===== src/rtl/rgb_channel_router.sv =====
// Registered RGB channel router: any input channel to any output channel, with
// per-channel inversion and a forced-zero source. Config commits on a VSync rising edge.
module rgb_channel_router #(
  parameter int CH_W   = 8,
  parameter int NUM_CH = 3,
  parameter int SEL_W  = 2
) (
  input  logic                     clk,
  input  logic                     rst_n,
  input  logic [NUM_CH*CH_W-1:0]   vid_pData_in,
  input  logic                     vid_pVDE_in,
  input  logic                     vid_pHSync_in,
  input  logic                     vid_pVSync_in,
  input  logic [NUM_CH*SEL_W-1:0]  route_sel,
  input  logic [NUM_CH-1:0]        invert,
  input  logic                     cfg_update,
  output logic [NUM_CH*CH_W-1:0]   vid_pData_out,
  output logic                     vid_pVDE_out,
  output logic                     vid_pHSync_out,
  output logic                     vid_pVSync_out,
  output logic                     cfg_pending
);

  localparam int DW = NUM_CH * CH_W;
  localparam int SW = NUM_CH * SEL_W;

  function automatic logic [SW-1:0] identity_sel();
    logic [SW-1:0] r;
    r = '0;
    for (int i = 0; i < NUM_CH; i++) r[i*SEL_W +: SEL_W] = SEL_W'(i);
    return r;
  endfunction

  localparam logic [SW-1:0] ID_SEL = identity_sel();

  // Select values >= NUM_CH match no channel and therefore yield zero.
  function automatic logic [CH_W-1:0] route_one(input logic [DW-1:0] d,
                                                input logic [SEL_W-1:0] sel);
    logic [CH_W-1:0] r;
    r = '0;
    for (int j = 0; j < NUM_CH; j++)
      if (sel == SEL_W'(j)) r = d[j*CH_W +: CH_W];
    return r;
  endfunction

  logic [DW-1:0]     data_s1;
  logic              vde_s1;
  logic              hs_s1;
  logic              vs_s1;
  logic [SW-1:0]     sel_pend;
  logic [NUM_CH-1:0] inv_pend;
  logic [SW-1:0]     sel_act;
  logic [NUM_CH-1:0] inv_act;
  logic              vs_edge;
  logic [DW-1:0]     routed;

  // vs_s1 doubles as the previous-cycle vsync sample used for edge detection.
  assign vs_edge = vid_pVSync_in & ~vs_s1;

  always_ff @(posedge clk or negedge rst_n) begin
    if (!rst_n) begin
      data_s1 <= '0;
      vde_s1  <= 1'b0;
      hs_s1   <= 1'b0;
      vs_s1   <= 1'b0;
    end else begin
      data_s1 <= vid_pData_in;
      vde_s1  <= vid_pVDE_in;
      hs_s1   <= vid_pHSync_in;
      vs_s1   <= vid_pVSync_in;
    end
  end

  always_ff @(posedge clk or negedge rst_n) begin
    if (!rst_n) begin
      sel_pend <= ID_SEL;
      inv_pend <= '0;
    end else if (cfg_update) begin
      sel_pend <= route_sel;
      inv_pend <= invert;
    end
  end

  // A strobe on the edge cycle bypasses the shadow so the newest write wins.
  always_ff @(posedge clk or negedge rst_n) begin
    if (!rst_n) begin
      sel_act     <= ID_SEL;
      inv_act     <= '0;
      cfg_pending <= 1'b0;
    end else if (vs_edge) begin
      if (cfg_update) begin
        sel_act <= route_sel;
        inv_act <= invert;
      end else if (cfg_pending) begin
        sel_act <= sel_pend;
        inv_act <= inv_pend;
      end
      cfg_pending <= 1'b0;
    end else if (cfg_update) begin
      cfg_pending <= 1'b1;
    end
  end

  always_comb begin
    routed = '0;
    if (vde_s1) begin
      for (int i = 0; i < NUM_CH; i++)
        routed[i*CH_W +: CH_W] = route_one(data_s1, sel_act[i*SEL_W +: SEL_W])
                                 ^ {CH_W{inv_act[i]}};
    end
  end

  always_ff @(posedge clk or negedge rst_n) begin
    if (!rst_n) begin
      vid_pData_out  <= '0;
      vid_pVDE_out   <= 1'b0;
      vid_pHSync_out <= 1'b0;
      vid_pVSync_out <= 1'b0;
    end else begin
      vid_pData_out  <= routed;
      vid_pVDE_out   <= vde_s1;
      vid_pHSync_out <= hs_s1;
      vid_pVSync_out <= vs_s1;
    end
  end

endmodule


===== config.mk =====
export PLATFORM = sky130hd
export DESIGN_NAME = rgb_channel_router
export DESIGN_NICKNAME = d
export VERILOG_FILES = /design/src/rtl/rgb_channel_router.sv
export SDC_FILE = /design/constraint.sdc
export NUM_CORES = 1
export LEC_CHECK = 0
export ABC_CLOCK_PERIOD_IN_PS = 2800
export CORE_ASPECT_RATIO = 0.7
export CORE_MARGIN = 3
export CORE_UTILIZATION = 40
export DETAILED_ROUTE_END_ITERATION = 16
export SLEW_MARGIN = 10
export SYNTH_ARGS = -nofsm -noshare
export SYNTH_HDL_FRONTEND = slang
export SYNTH_SLANG_ARGS = --single-unit

===== constraint.sdc =====
create_clock -name clk -period 2.8 [get_ports clk]
set_input_delay 0.42 -clock clk [delete_from_list [all_inputs] [get_ports clk]]
set_output_delay 0.42 -clock clk [all_outputs]
set_load 0.01 [all_outputs]

# Word-level counts from Yosys, hierarchy flattened
# Cells that the tools add are included.
[word_totals]
register_bits = 73
latch_bits = 0
mem_bits_rw = 0
mem_bits_ro = 0
inputBits = 39
output_inout_bits = 28
wordCells = 49
n_memories = 0
[op_classes]
addsub = 0
n_mul = 0
div_mod_pow = 0
magnitude_cmp = 0
n_eq_ne = 6
shift = 0
mux = 19
bitwise_logic = 5
reduce_logical = 6
[ops]
columns = ["operator", "n"]
rows = [
  ["$mux W8", 12],
  ["$mux W24", 1],
  ["$xor A8 B8 Y8", 3],
  ["$mux W6", 2],
  ["$eq A2 B1 Y1 const B", 3],
  ["$eq A2 B2 Y1 const B", 3],
  ["$logic_not A2 Y1", 3],
  ["$mux W3", 2],
  ["$reduce_bool A2 Y1", 2],
  ["$mux W1", 2],
  ["$reduce_and A2 Y1", 1],
  ["$and A1 B1 Y1", 1],
  ["$not A1 Y1", 1],
]

# Longest topological paths before layout
[depth]
depth_word = 7
depth_mapped = 5
ltp_nobuf = 3

# Worst setup path after synthesis
# No wires, ideal clock.
[synth_timing]
path_type = "register to register"
start = "reg sel_act[2]"
end = "reg vid_pData_out[15]"
setup_time_ns = 0.140
arrival_ns = 1.255
setup_slack_ns = 1.405
stages_incl_launch_ff = 6
cell_sequence = "dfstp_2 buf_6 buf_6 mux2i_1 mux2i_1 o311ai_1"
[synth_between]
elab_chain_cells = 7
word_cells_on_any_way = 9
classes_between = "eq/ne (2); mux (5); bitwise (1); reduce/logical (1)"
[synth_lines]
columns = ["element", "line", "rtl"]
rows = [
  ["start: declaration", "52", "logic [SW-1:0] sel_act;"],
  ["start signal: assignment", "92", "sel_act <= route_sel;"],
  ["start signal: assignment", "95", "sel_act <= sel_pend;"],
  ["$logic_not A2 Y1", "42", "if (sel == SEL_W'(j)) r = d[j*CH_W +: CH_W];"],
  ["$mux W8 (2 in a row)", "42", ""],
  ["$mux W8 (*)", "42", ""],
  ["$mux W8 (*)", "106", "if (vde_s1) begin"],
  ["$xor A8 B8 Y8 (*)", "109", "^ {CH_W{inv_act[i]}};"],
  ["$mux W24 (*)", "106", ""],
  ["via routed[15]", "55", "logic [DW-1:0] routed;"],
  ["end signal: assignment", "120", "vid_pData_out <= routed;"],
  ["end: declaration", "17", "output logic [NUM_CH*CH_W-1:0] vid_pData_out,"],
]
# The timed path passes the listed nets; every way through them passes the cells marked *. The select of a mux whose other input is x is not followed.
# A chain may end at the register's enable or synchronous reset.

# Worst setup path after layout
[layout_timing]
start = "reg sel_act[4]"
end = "reg vid_pData_out[20]"
# The elaborated chain is that of the path after synthesis.

==> results.py <==
metrics = {
    "drt": {
        "total_drc_errors_in_the_routed_layout": 0,
        "drt_iter0_markers": 154,
        "post_drt_wl_per_cell_um": 18.2,
        "route.vias.total": 2200,
        "finalWirelength_mm": 7.53,
        "detail_route.vias_per_cell": 5.31,
        "antenna_violating_nets_post_route": 0,
        "detail_route.first_pass.iterations": 4,
    },
    "placed_design": {
        "pre_cts_slack_ns": 0.630,
        "globalplace.congestion": 0.781,
        "count_of_input_and_output_buffers": 66,
        "dp_hpwl_mm": 5.13,
    },
    "synth": {
        "post_synth_most_frequent_cells": "69 x sky130_fd_sc_hd__dfrtp_1, 48 x sky130_fd_sc_hd__mux2i_1, 17 x sky130_fd_sc_hd__mux2_2, 17 x sky130_fd_sc_hd__o2111ai_1, 15 x sky130_fd_sc_hd__o311ai_0",
        "synthesis.yosys.warnings": 0,
        "synth_xor_xnor_area_share": 0,
        "synth_top_cell_area_share": 0.517,
        "synth_fp_nets": 290,
        "synthesis.area_sq_um": 3340,
        "post_synth_mux_area_share": 0.206,
        "synth_top_family_by_area": "multiplexers",
        "ys_async_sr_fraction": 1.00,
        "synth-seq-area-share": 0.549,
        "yosys.area_share.simple": 0.0817,
        "synth_cells": 251,
        "synth_enable_flop_cells": 0,
        "synthTopCellsByArea": "sky130_fd_sc_hd__dfrtp_1 52%, sky130_fd_sc_hd__mux2i_1 14%, sky130_fd_sc_hd__mux2_2 5.7%",
        "synthFlopType": "sky130_fd_sc_hd__dfrtp_1",
        "netlist.top_cell.by_area": "sky130_fd_sc_hd__dfrtp_1",
        "synth-compound-area-share": 0.102,
        "syn-mean-instance-area_sq_um": 13.3,
        "post-synth-top-count-cell": "sky130_fd_sc_hd__dfrtp_1",
        "synth-seq-cells": 73,
        "post_synth_adder_cell_area": 0,
        "yosys.cell_types.count": 28,
    },
    "sta": {
        "final.setup_skew_ns": 0.00457,
        "period_minus_slack_ns": 1.87,
        "finalCritPeriodShare": 0.667,
        "rsz0062_at_grt": "false",
        "slew-limit-headroom": 0.369,
        "worst_slack_ns": 0.933,
        "worstMarginPinSlew_ns": 0.946,
        "total_neg_setup_slack_ns": 0,
        "maxSlewViolCount": 0,
        "max_freq_ghz": 0.536,
        "hold_violations": 0,
        "setup_violators_final": 0,
    },
    "worst_setup_path": {
        "worst_path_max_delay_cell": "sky130_fd_sc_hd__dfrtp_1",
        "slowest_delay_ns": 0.96,
        "setup.worst_path.start_class": "flip-flop",
        "end_kind": "flip-flop",
        "critPathRequiredTime_ns": 3.00,
        "crit_arrival_ns": 2.07,
        "r2r-start": "sel_act[4]",
        "crit_top_cell": "sky130_fd_sc_hd__mux2i_1",
        "startpoint": "sel_act[4]",
        "criticalPathCategory": "reg2reg",
        "chain_of_cells_forming_the_critical_path": "mux2i_1, mux2i_1, nand3_1",
        "critical_path_peak_fanout": 25,
    },
    "hold_path": {
        "worst_hold_path_type": "in2async",
    },
    "die": {
        "die_h_um": 82.4,
        "die_w_um": 115,
        "pin_count": 67,
        "placement_rows": 27,
        "die_area_sq_um": 9490,
        "floorplan.core_area_sq_um": 7970,
        "initial_core_util": 0.419,
    },
    "global_route": {
        "track_usage": 0.174,
        "number_of_antenna_violations_at_the_first_check_in_global_routing": 0,
        "grt_pass1_vias": 2231,
        "grt_start_max_net_pins": 44,
        "grt.overflow.total": 0,
        "wire_length_of_the_first_global_routing_pass_mm": 12.3,
    },
    "finish": {
        "num-fill-cells": 691,
        "layout.area.seq_sq_um": 1830,
        "nets": 347,
        "multi_input_area_sq_um": 1300,
        "antenna_cells": 0,
        "drive_above_1_share": 0.153,
        "area.growth.synth_to_final_pct": 28.9,
    },
    "clock_tree": {
        "clock_tree.htree_level_count": 3,
        "cts_tree": "done",
        "cts-hold-fix-buffers": 0,
        "post_cts_resized": 0,
        "cts.sink_count": 73,
        "number_of_buffers_inserted_by_post_cts_setup_repair": 0,
        "numCtsBuffers": 9,
        "clock_insertion_delay_at_the_later_pin_of_the_skew_report_ns": 0.33,
        "cts.path.max_buffers": 2,
        "clkSlewWorstSetupHoldPaths_ns": 0.05,
        "cts_root_buf": "sky130_fd_sc_hd__clkbuf_16",
    },
    "power": {
        "power-per-cell-area_nw_per_um2": 777,
        "leakage_uw": 0.00185,
        "total_power_uw": 3340,
        "ir_worst_vdd_mv": 0.322,
    },
    "flow_run": {
        "drv.max_cap_violation_count": 0,
    },
    "outcome": {
        "outcome": "completed",
    },
}
placed cells by master (no fill, tap or decap), types with 6 or more instances in the layout:
cell,n
sky130_fd_sc_hd__clkbuf_16,9
sky130_fd_sc_hd__mux2_2,17
sky130_fd_sc_hd__dfrtp_1,69
sky130_fd_sc_hd__nand2_1,8
sky130_fd_sc_hd__nand3_1,9
sky130_fd_sc_hd__o2111ai_1,17
sky130_fd_sc_hd__inv_1,9
sky130_fd_sc_hd__nand4b_1,7
sky130_fd_sc_hd__o311ai_0,15
sky130_fd_sc_hd__mux2i_1,48
sky130_fd_sc_hd__o211ai_1,6
sky130_fd_sc_hd__clkdlybuf4s50_1,65
final cells by class:
| cell class | count | share of cell area |
|---|---|---|
| well taps | 101 | 0.0294 |
| clock inverters | 6 | 0.0192 |
| multi-input cells | 145 | 0.302 |
| inverters | 9 | 0.00786 |
| repair buffers | 70 | 0.162 |
| clock buffers | 10 | 0.0532 |
| flip-flops and latches | 73 | 0.426 |
where the power goes:
| group | switching [uW] | internal, uW | total [uW] |
|---|---|---|---|
| Combinational | 303 | 423 | 726 |
| Sequential | 205 | 1220 | 1430 |
| Clock | 414 | 774 | 1190 |
registers in the layout, summed over array words and instances (netlist names):
register        count
cfg_pending         1
data_s1            24
hs_s1               1
inv_act             3
inv_pend            3
sel_act             6
sel_pend            6
vde_s1              1
vid_pData_out      24
vid_pHSync_out      1
vid_pVDE_out        1
vid_pVSync_out      1
vs_s1               1
through the flow:
step	util	hold slack, ns	std cells	instance area (sq um)
2_1_floorplan	-	0.124	251	3340
3_3_place_gp	0.500	0.338	398	3990
3_5_place_dp	0.500	0.344	398	3990
4_1_cts	0.539	0.145	414	4300
5_1_grt	0.539	0.183	414	4300
6_report	0.539	0.129	414	4300
routing by layer:
metal  routed length (um)  track usage  vias up
li1                     -            -     1056
met1                 3740        0.267     1064
met2                 3170        0.230       74
met3                  566       0.0612        6
met4                   55       0.0457        0
met5                    0            0        -
final timing paths:
kind	end	slack, ns	cells past startpoint
max	vid_pData_out[20]	0.93	3
max reg2reg	vid_pData_out[20]	0.93	3
min in group clk	vid_pHSync_out	0.35	0
max in group asynchronous	sel_pend[2]	1.96	2
min reg2reg	vid_pHSync_out	0.35	0
min	data_s1[14]	0.13	1
critical path: cells and delay by family (launching register included):
family        cells  cell delay [ns]
flops             1             0.96
mux               2             0.68
simple gates      1             0.10
cell families (layout without fill, tap and decap cells):
| logic type | after synthesis | after routing |
|---|---|---|
| buffers and inverters | 33 | 95 |
| AO/OA/AOI/OAI | 40 | 40 |
| multiplexers | 66 | 66 |
| flip-flops | 73 | 73 |
| AND/OR/NAND/NOR | 39 | 39 |
Power figures use the tool's default switching activity.
